<file path="config.mk">
export PLATFORM = sky130hd
export DESIGN_NAME = sram_arbiter
export DESIGN_NICKNAME = d
export VERILOG_FILES = /design/src/rtl/sram_arb_pkg.sv /design/src/rtl/sram_arb_rr_pick.sv /design/src/rtl/sram_arbiter.sv
export SDC_FILE = /design/constraint.sdc
export NUM_CORES = 1
export LEC_CHECK = 0
export CORE_UTILIZATION = 34
export DETAILED_ROUTE_END_ITERATION = 8
export MAX_ROUTING_LAYER = met4
export PLACE_DENSITY = 0.87
export SYNTH_ARGS = -nofsm -noshare
export SYNTH_HDL_FRONTEND = slang
export SYNTH_SLANG_ARGS = --single-unit
</file>
<file path="constraint.sdc">
create_clock -name Clock_50 -period 1.77 [get_ports Clock_50]
set_input_delay 0.2655 -clock Clock_50 [delete_from_list [all_inputs] [get_ports Clock_50]]
set_output_delay 0.2655 -clock Clock_50 [all_outputs]
set_load 0.02 [all_outputs]
</file>
<file path="src/rtl/sram_arb_pkg.sv">
// Shared types and constants for the SRAM port arbiter.
//   - arb_state_e : arbiter phase (running, draining, drained)
//   - PORT_*      : requester index assignment
//   - rd_tag_t    : read-return tag carried through the latency pipeline
package sram_arb_pkg;

  // Width of the port id in a read tag; covers up to four requesters.
  localparam int ID_W = 2;

  localparam int PORT_VGA  = 0;
  localparam int PORT_UART = 1;
  localparam int PORT_DEC  = 2;

  typedef enum logic [1:0] {
    S_RUN     = 2'd0,
    S_DRAIN   = 2'd1,
    S_FLUSHED = 2'd2
  } arb_state_e;

  typedef struct packed {
    logic            valid;
    logic [ID_W-1:0] id;
  } rd_tag_t;

endpackage

</file>
<file path="src/rtl/sram_arb_rr_pick.sv">
// Combinational round-robin picker.
//   req_i   : request vector (bit 0 is the lowest-numbered shared port)
//   start_i : index to start searching from; search wraps past the top
//   gnt_o   : one-hot grant, zero when nothing requests
module sram_arb_rr_pick #(
  parameter int N  = 2,
  parameter int PW = 1
) (
  input  logic [N-1:0]  req_i,
  input  logic [PW-1:0] start_i,
  output logic [N-1:0]  gnt_o
);

  logic found;

  // Two passes: first from start_i to the top, then wrap from 0 to start_i-1.
  always_comb begin
    gnt_o = '0;
    found = 1'b0;
    for (int i = 0; i < N; i++) begin
      if (!found && (i >= int'(start_i)) && req_i[i]) begin
        gnt_o[i] = 1'b1;
        found    = 1'b1;
      end
    end
    for (int i = 0; i < N; i++) begin
      if (!found && (i < int'(start_i)) && req_i[i]) begin
        gnt_o[i] = 1'b1;
        found    = 1'b1;
      end
    end
  end

endmodule

</file>
<file path="src/rtl/sram_arbiter.sv">
// Shares one external SRAM port between NUM_PORTS requesters.
// Port 0 (VGA fetch) has strict priority, bounded by MAX_HOG consecutive
// grants while others wait; the remaining ports share round-robin.
//
// Handshake: a requester raises req_i with stable addr/we_n/wdata and holds
// them until it sees gnt_o high; gnt_o is combinational and the access is
// accepted on the clock edge ending that cycle. A port may re-request the
// very next cycle.
//
// Ports:
//   Clock_50, Resetn          : clock, async active-low reset
//   req_i/we_n_i/addr_i/wdata_i: per-port request (we_n low = write)
//   gnt_o                     : one-hot combinational grant
//   rvalid_o/rdata_o          : read return, READ_LATENCY cycles after grant
//   flush_req_i/flushed_o     : drain handshake for phase changes
//   SRAM_*                    : registered controller interface
//   dbg_state_o/dbg_rr_ptr_o  : phase and round-robin pointer for observation
module sram_arbiter
  import sram_arb_pkg::*;
#(
  parameter int NUM_PORTS    = 3,
  parameter int READ_LATENCY = 3,
  parameter int MAX_HOG      = 7,
  localparam int PTR_W       = $clog2(NUM_PORTS)
) (
  input  logic                        Clock_50,
  input  logic                        Resetn,
  input  logic [NUM_PORTS-1:0]        req_i,
  input  logic [NUM_PORTS-1:0]        we_n_i,
  input  logic [NUM_PORTS-1:0][17:0]  addr_i,
  input  logic [NUM_PORTS-1:0][15:0]  wdata_i,
  output logic [NUM_PORTS-1:0]        gnt_o,
  output logic [NUM_PORTS-1:0]        rvalid_o,
  output logic [15:0]                 rdata_o,
  input  logic                        flush_req_i,
  output logic                        flushed_o,
  output logic [17:0]                 SRAM_address,
  output logic [15:0]                 SRAM_write_data,
  output logic                        SRAM_we_n,
  input  logic [15:0]                 SRAM_read_data,
  output arb_state_e                  dbg_state_o,
  output logic [PTR_W-1:0]            dbg_rr_ptr_o
);

  localparam int RR_W  = (NUM_PORTS > 2) ? $clog2(NUM_PORTS-1) : 1;
  localparam int HOG_W = $clog2(MAX_HOG + 1);

  arb_state_e          state_q, state_d;
  logic [PTR_W-1:0]    rr_ptr_q, rr_ptr_d;   // holds a port number, 1..NUM_PORTS-1
  logic [HOG_W-1:0]    hog_q, hog_d;
  logic [17:0]         addr_q, addr_d;
  logic [15:0]         wdata_q, wdata_d;
  logic                we_n_q, we_n_d;
  rd_tag_t             tag_q [READ_LATENCY];
  rd_tag_t             tag_d [READ_LATENCY];

  logic                others_req;
  logic                grant_en;
  logic                vga_win;
  logic                any_gnt;
  logic                inflight;
  logic [NUM_PORTS-1:0] gnt;
  logic [NUM_PORTS-2:0] rr_gnt;
  logic [RR_W-1:0]     rr_start;
  logic [ID_W-1:0]     gnt_id;

  // Picker works on ports 1..NUM_PORTS-1, so its index is port number - 1.
  assign rr_start = RR_W'(rr_ptr_q - PTR_W'(1));

  sram_arb_rr_pick #(
    .N  (NUM_PORTS-1),
    .PW (RR_W)
  ) u_rr_pick (
    .req_i   (req_i[NUM_PORTS-1:1]),
    .start_i (rr_start),
    .gnt_o   (rr_gnt)
  );

  // Grant selection. The cycle flush is first seen is already grant-free.
  always_comb begin
    others_req = |req_i[NUM_PORTS-1:1];
    grant_en   = (state_q == S_RUN) && !flush_req_i;
    vga_win    = req_i[PORT_VGA] && ((hog_q < HOG_W'(MAX_HOG)) || !others_req);
    gnt        = '0;
    if (grant_en) begin
      if (vga_win) gnt[PORT_VGA] = 1'b1;
      else         gnt[NUM_PORTS-1:1] = rr_gnt;
    end
    any_gnt = |gnt;
    gnt_id  = '0;
    for (int k = 0; k < NUM_PORTS; k++) begin
      if (gnt[k]) gnt_id = ID_W'(k);
    end
  end

  assign gnt_o = gnt;

  // Issue register, hog counter and round-robin pointer.
  always_comb begin
    rr_ptr_d = rr_ptr_q;
    hog_d    = hog_q;
    addr_d   = addr_q;
    wdata_d  = wdata_q;
    we_n_d   = 1'b1;
    if (any_gnt) begin
      addr_d  = addr_i[gnt_id];
      wdata_d = wdata_i[gnt_id];
      we_n_d  = we_n_i[gnt_id];
      if (gnt[PORT_VGA]) begin
        // Only counts while someone else is being held off.
        hog_d = others_req ? (hog_q + HOG_W'(1)) : '0;
      end else begin
        hog_d    = '0;
        rr_ptr_d = (gnt_id == ID_W'(NUM_PORTS-1)) ? PTR_W'(PORT_UART)
                                                  : (PTR_W'(gnt_id) + PTR_W'(1));
      end
    end
  end

  // Read tag pipeline; the last stage lines up with SRAM_read_data.
  always_comb begin
    tag_d[0].valid = any_gnt && we_n_i[gnt_id];
    tag_d[0].id    = gnt_id;
    for (int i = 1; i < READ_LATENCY; i++) tag_d[i] = tag_q[i-1];
    // Valid tags that will still be in the pipe after the next edge.
    inflight = 1'b0;
    for (int i = 0; i < READ_LATENCY-1; i++) inflight = inflight | tag_q[i].valid;
  end

  always_comb begin
    rvalid_o = '0;
    if (tag_q[READ_LATENCY-1].valid) rvalid_o[tag_q[READ_LATENCY-1].id] = 1'b1;
  end

  assign rdata_o = SRAM_read_data;

  // Phase FSM. Draining ends once the last read is on its final stage, so
  // flushed_o rises the cycle after the last rvalid pulse.
  always_comb begin
    state_d = state_q;
    case (state_q)
      S_RUN:     if (flush_req_i) state_d = S_DRAIN;
      S_DRAIN:   if (!inflight) state_d = flush_req_i ? S_FLUSHED : S_RUN;
      S_FLUSHED: if (!flush_req_i) state_d = S_RUN;
      default:   state_d = S_RUN;
    endcase
  end

  always_ff @(posedge Clock_50 or negedge Resetn) begin
    if (!Resetn) begin
      state_q  <= S_RUN;
      rr_ptr_q <= PTR_W'(PORT_UART);
      hog_q    <= '0;
      addr_q   <= '0;
      wdata_q  <= '0;
      we_n_q   <= 1'b1;
      for (int i = 0; i < READ_LATENCY; i++) tag_q[i] <= '0;
    end else begin
      state_q  <= state_d;
      rr_ptr_q <= rr_ptr_d;
      hog_q    <= hog_d;
      addr_q   <= addr_d;
      wdata_q  <= wdata_d;
      we_n_q   <= we_n_d;
      tag_q    <= tag_d;
    end
  end

  assign SRAM_address    = addr_q;
  assign SRAM_write_data = wdata_q;
  assign SRAM_we_n       = we_n_q;
  assign flushed_o       = (state_q == S_FLUSHED);
  assign dbg_state_o     = state_q;
  assign dbg_rr_ptr_o    = rr_ptr_q;

  // A grant only ever goes to a requesting port, and to at most one.
  a_gnt_has_req: assert property (@(posedge Clock_50) disable iff (!Resetn)
                                  (gnt & ~req_i) == '0);
  a_gnt_onehot:  assert property (@(posedge Clock_50) disable iff (!Resetn)
                                  $onehot0(gnt));

endmodule

</file>
==> flow_metrics.tcl <==
set metrics [dict create \
    cp-end-kind "flop" \
    layout.nets 519 \
    cp_cell_sequence "clkdlybuf4s50_1 > nor2b_1 > nand3b_4 > buf_4 > o22ai_1 > a21oi_1" \
    required_ns 1.99 \
    drt-met1-wl_mm 3.208 \
    yosys-top-cells-count "68 x o22ai_1, 49 x dfrtp_1, 35 x a21oi_1, 21 x buf_4, 12 x buf_2" \
    startpoint_type "primary input" \
    p_clk_share_pct 15.1 \
    ios 189 \
    tns_ns 0 \
    grt_pass1_wl_mm 12.88 \
    fp-row-count 30 \
    hp-class "flop to flop" \
    ys.flop_type "dfrtp_1" \
    path_delay_family "buffers and inverters" \
    drt_iter0_markers 58 \
    viasPerCell 5.361 \
    yosysMostFrequentCell "o22ai_1" \
    vias 2616 \
    ant_nets 0 \
    initial_core_util_pct 35.60 \
    dr_wl_met2_mm 4.106 \
    cts_sinks 51 \
    seq_power_share_pct 32.0 \
    worstPathBufferInverterCount 2 \
    drive_gt1_share_pct 13.52 \
    cts-htree-levels 2 \
    tightest_slew_ns 0.5104 \
    synth_top_area_share_pct 49.87 \
    numCtsBuffers 5 \
    critPathKind "primary input to flop" \
    hold_violations 0 \
    synthesis.nets 361 \
    core_area_um2 6907 \
    status "finished clean" \
    grt_pass1_vias 2773 \
    power.switching_uw 2297 \
    cts_tree "done" \
    power_density_nw_per_um2 1421 \
    drt_first_pass_iters 4 \
    wl_met3_um 546 \
    crit_fanout 36 \
    finalCritPeriodShare_pct 96.62 \
    intPower_uw 3875 \
    max_stage_delay_ns 0.52 \
    yosys_warnings 0 \
    rsz0062_at_grt "yes" \
    vdd_drop_max_mv 0.7632 \
    root_buffer "clkbuf_8" \
    slew_headroom_pct 65.89 \
    drv_slew 0 \
    ys_ff_latch 51 \
    antenna_cells 0 \
    die_y_um 87.04 \
    antenna_found_initial 0 \
    drt-total-wl_mm 8.017 \
    final-setup-viol-count 0 \
    die_area_um2 7575 \
    avgSynthCellArea_um2 10.55 \
    drc_errors 0 \
    synth_edf_count 0 \
    hpwl_mm 5.756 \
    power_frac_comb_pct 52.9 \
    power_leakage_uw 0.001756 \
    cts_buffer_depth 2 \
    grt_max_degree 37 \
    synth_cell_types 35 \
    crit_arrival_ns 1.93 \
    maxCapViolCount 0 \
    dieWidth_um 87.04 \
    post-synth-top-area-cell "dfrtp_1" \
    port_buffers 156 \
    netlist_area_um2 2459 \
    area_growth_syn_to_layout_pct 76.69 \
    gp_congestion 0.8176 \
    synthArstFlopShare_pct 100.0 \
    synth_area_leaders "dfrtp_1 50%, o22ai_1 17%, a21oi_1 7.1%" \
    finClkSkew_ns 0.009061 \
    fmaxAchievable_mhz 584.8 \
    topRoutingLayerUsed "met4" \
    overflow 0 \
    clkTransAtPathRegs_ns 0.09 \
    gr-usage-all-layers_pct 22.92 \
    ys_seq_area_share_pct 52.01 \
    synthCells 233 \
    worstSkewPairLatency_ns 0.30 \
    critical-path-slowest-cell "clkdlybuf4s50_1" \
    netSwitchingFraction_pct 37.21 \
    wire_per_inst_um 16.43 \
    period_needed_ns 1.710 \
    utilization_pct 62.90 \
]
## worst reg2reg max path: cells and delay by family, from the launching register on
family,cells,cell delay [ns]
compound gates,2,0.25
flops,1,0.43
simple gates,2,0.60
buf+inv,2,0.32
## metrics by stage
stage	total power, uW	cells	setup WS, ns	hold slack [ns]	instance area (um2)
detailed placement	5235	476	-0.5368	0.1837	4149
floorplan	3593	233	0.03466	-0.03009	2460
global route	6551	488	-0.007185	0.3680	4344
global placement	5126	476	-0.4978	0.1721	4149
finish	6172	488	0.05987	0.3562	4344
CTS	6190	486	0.005130	0.3587	4292
## per-layer routing
metal  GRT usage (%)  up-vias
met3           4.550       18
met5               -        -
li1                -     1206
met4           7.576        0
met2           39.87      144
met1           26.44     1248
## power groups by stage
stage               combinational, uW  sequential (uW)  clock [uW]
global placement                 3160             1960           0
finish                           3260             1980         934
detailed placement               3250             1990           0
CTS                              3250             1980         959
floorplan                        1050             2540           0
global route                     3490             2030        1020
## kinds of logic after synthesis
family	synth area share (%)
flops	52.01
compound gates	28.14
buf+inv	9.008
simple gates	9.873
fa+ha+maj	0.5088
mux	0.4580
## final cells by class
| type | instances | area [um2] |
|---|---|---|
| fillers | 579 | 2562 |
| repair buffers | 183 | 1823 |
| flip-flops and latches | 51 | 1280 |
| multi-input cells | 149 | 984.7 |
| well taps | 96 | 120.1 |
| clock buffers | 6 | 72.57 |
| clock inverters | 2 | 60.06 |
| inverters | 1 | 3.754 |
## placed cells by master, fill, tap and decap left out, types with 2 or more instances in the layout
cell and count:
dfrtp_1 48, dfstp_2 2, nor3_4 2, bufinv_16 2
nand2_1 4, dlymetal6s2s_1 3, dlygate4sd2_1 5, clkdlybuf4s50_1 144
buf_2 2, nand3_1 2, and3b_1 2, buf_12 5
o21ai_1 2, nor2_4 4, nor2_1 7, a31oi_1 2
nor2b_1 2, buf_6 2, o22ai_1 68, clkbuf_8 5
a21oi_1 35, buf_4 21
## final timing paths
| kind | startpoint | endpoint | slack (ns) | cells after the start |
|---|---|---|---|---|
| min reg2reg | tag_d[4] | tag_d[1] | 0.36 | 0 |
| min | tag_d[4] | tag_d[1] | 0.36 | 0 |
| max | req_i[2] | SRAM_address[12] | 0.06 | 6 |
| max reg2reg | dbg_state_o[1] | SRAM_address[0] | 0.09 | 6 |
| max in group asynchronous | Resetn | dbg_rr_ptr_o[0] | 0.87 | 3 |
| min in group asynchronous | Resetn | tag_q[1] | 0.39 | 2 |
## registers in the layout, indices dropped and copies added, names as in the netlist
register and count:
dbg_state_o 2, SRAM_we_n 1, dbg_rr_ptr_o 2, SRAM_write_data 16
tag_q 3, tag_d 6, hog_q 3, SRAM_address 18
## what timing repair did
item / in CTS / in global routing
hold buffers: 1 / 0
cloned: 1 / 0
setup buffers: 0 / 2
pin swaps: 0 / 2
gates resized for setup: 22 / 7
hold endpoints to repair: 11 / 0
endpoints found under the setup margin: 41 / 6
No activity file was read; power rests on OpenSTA's default activity.
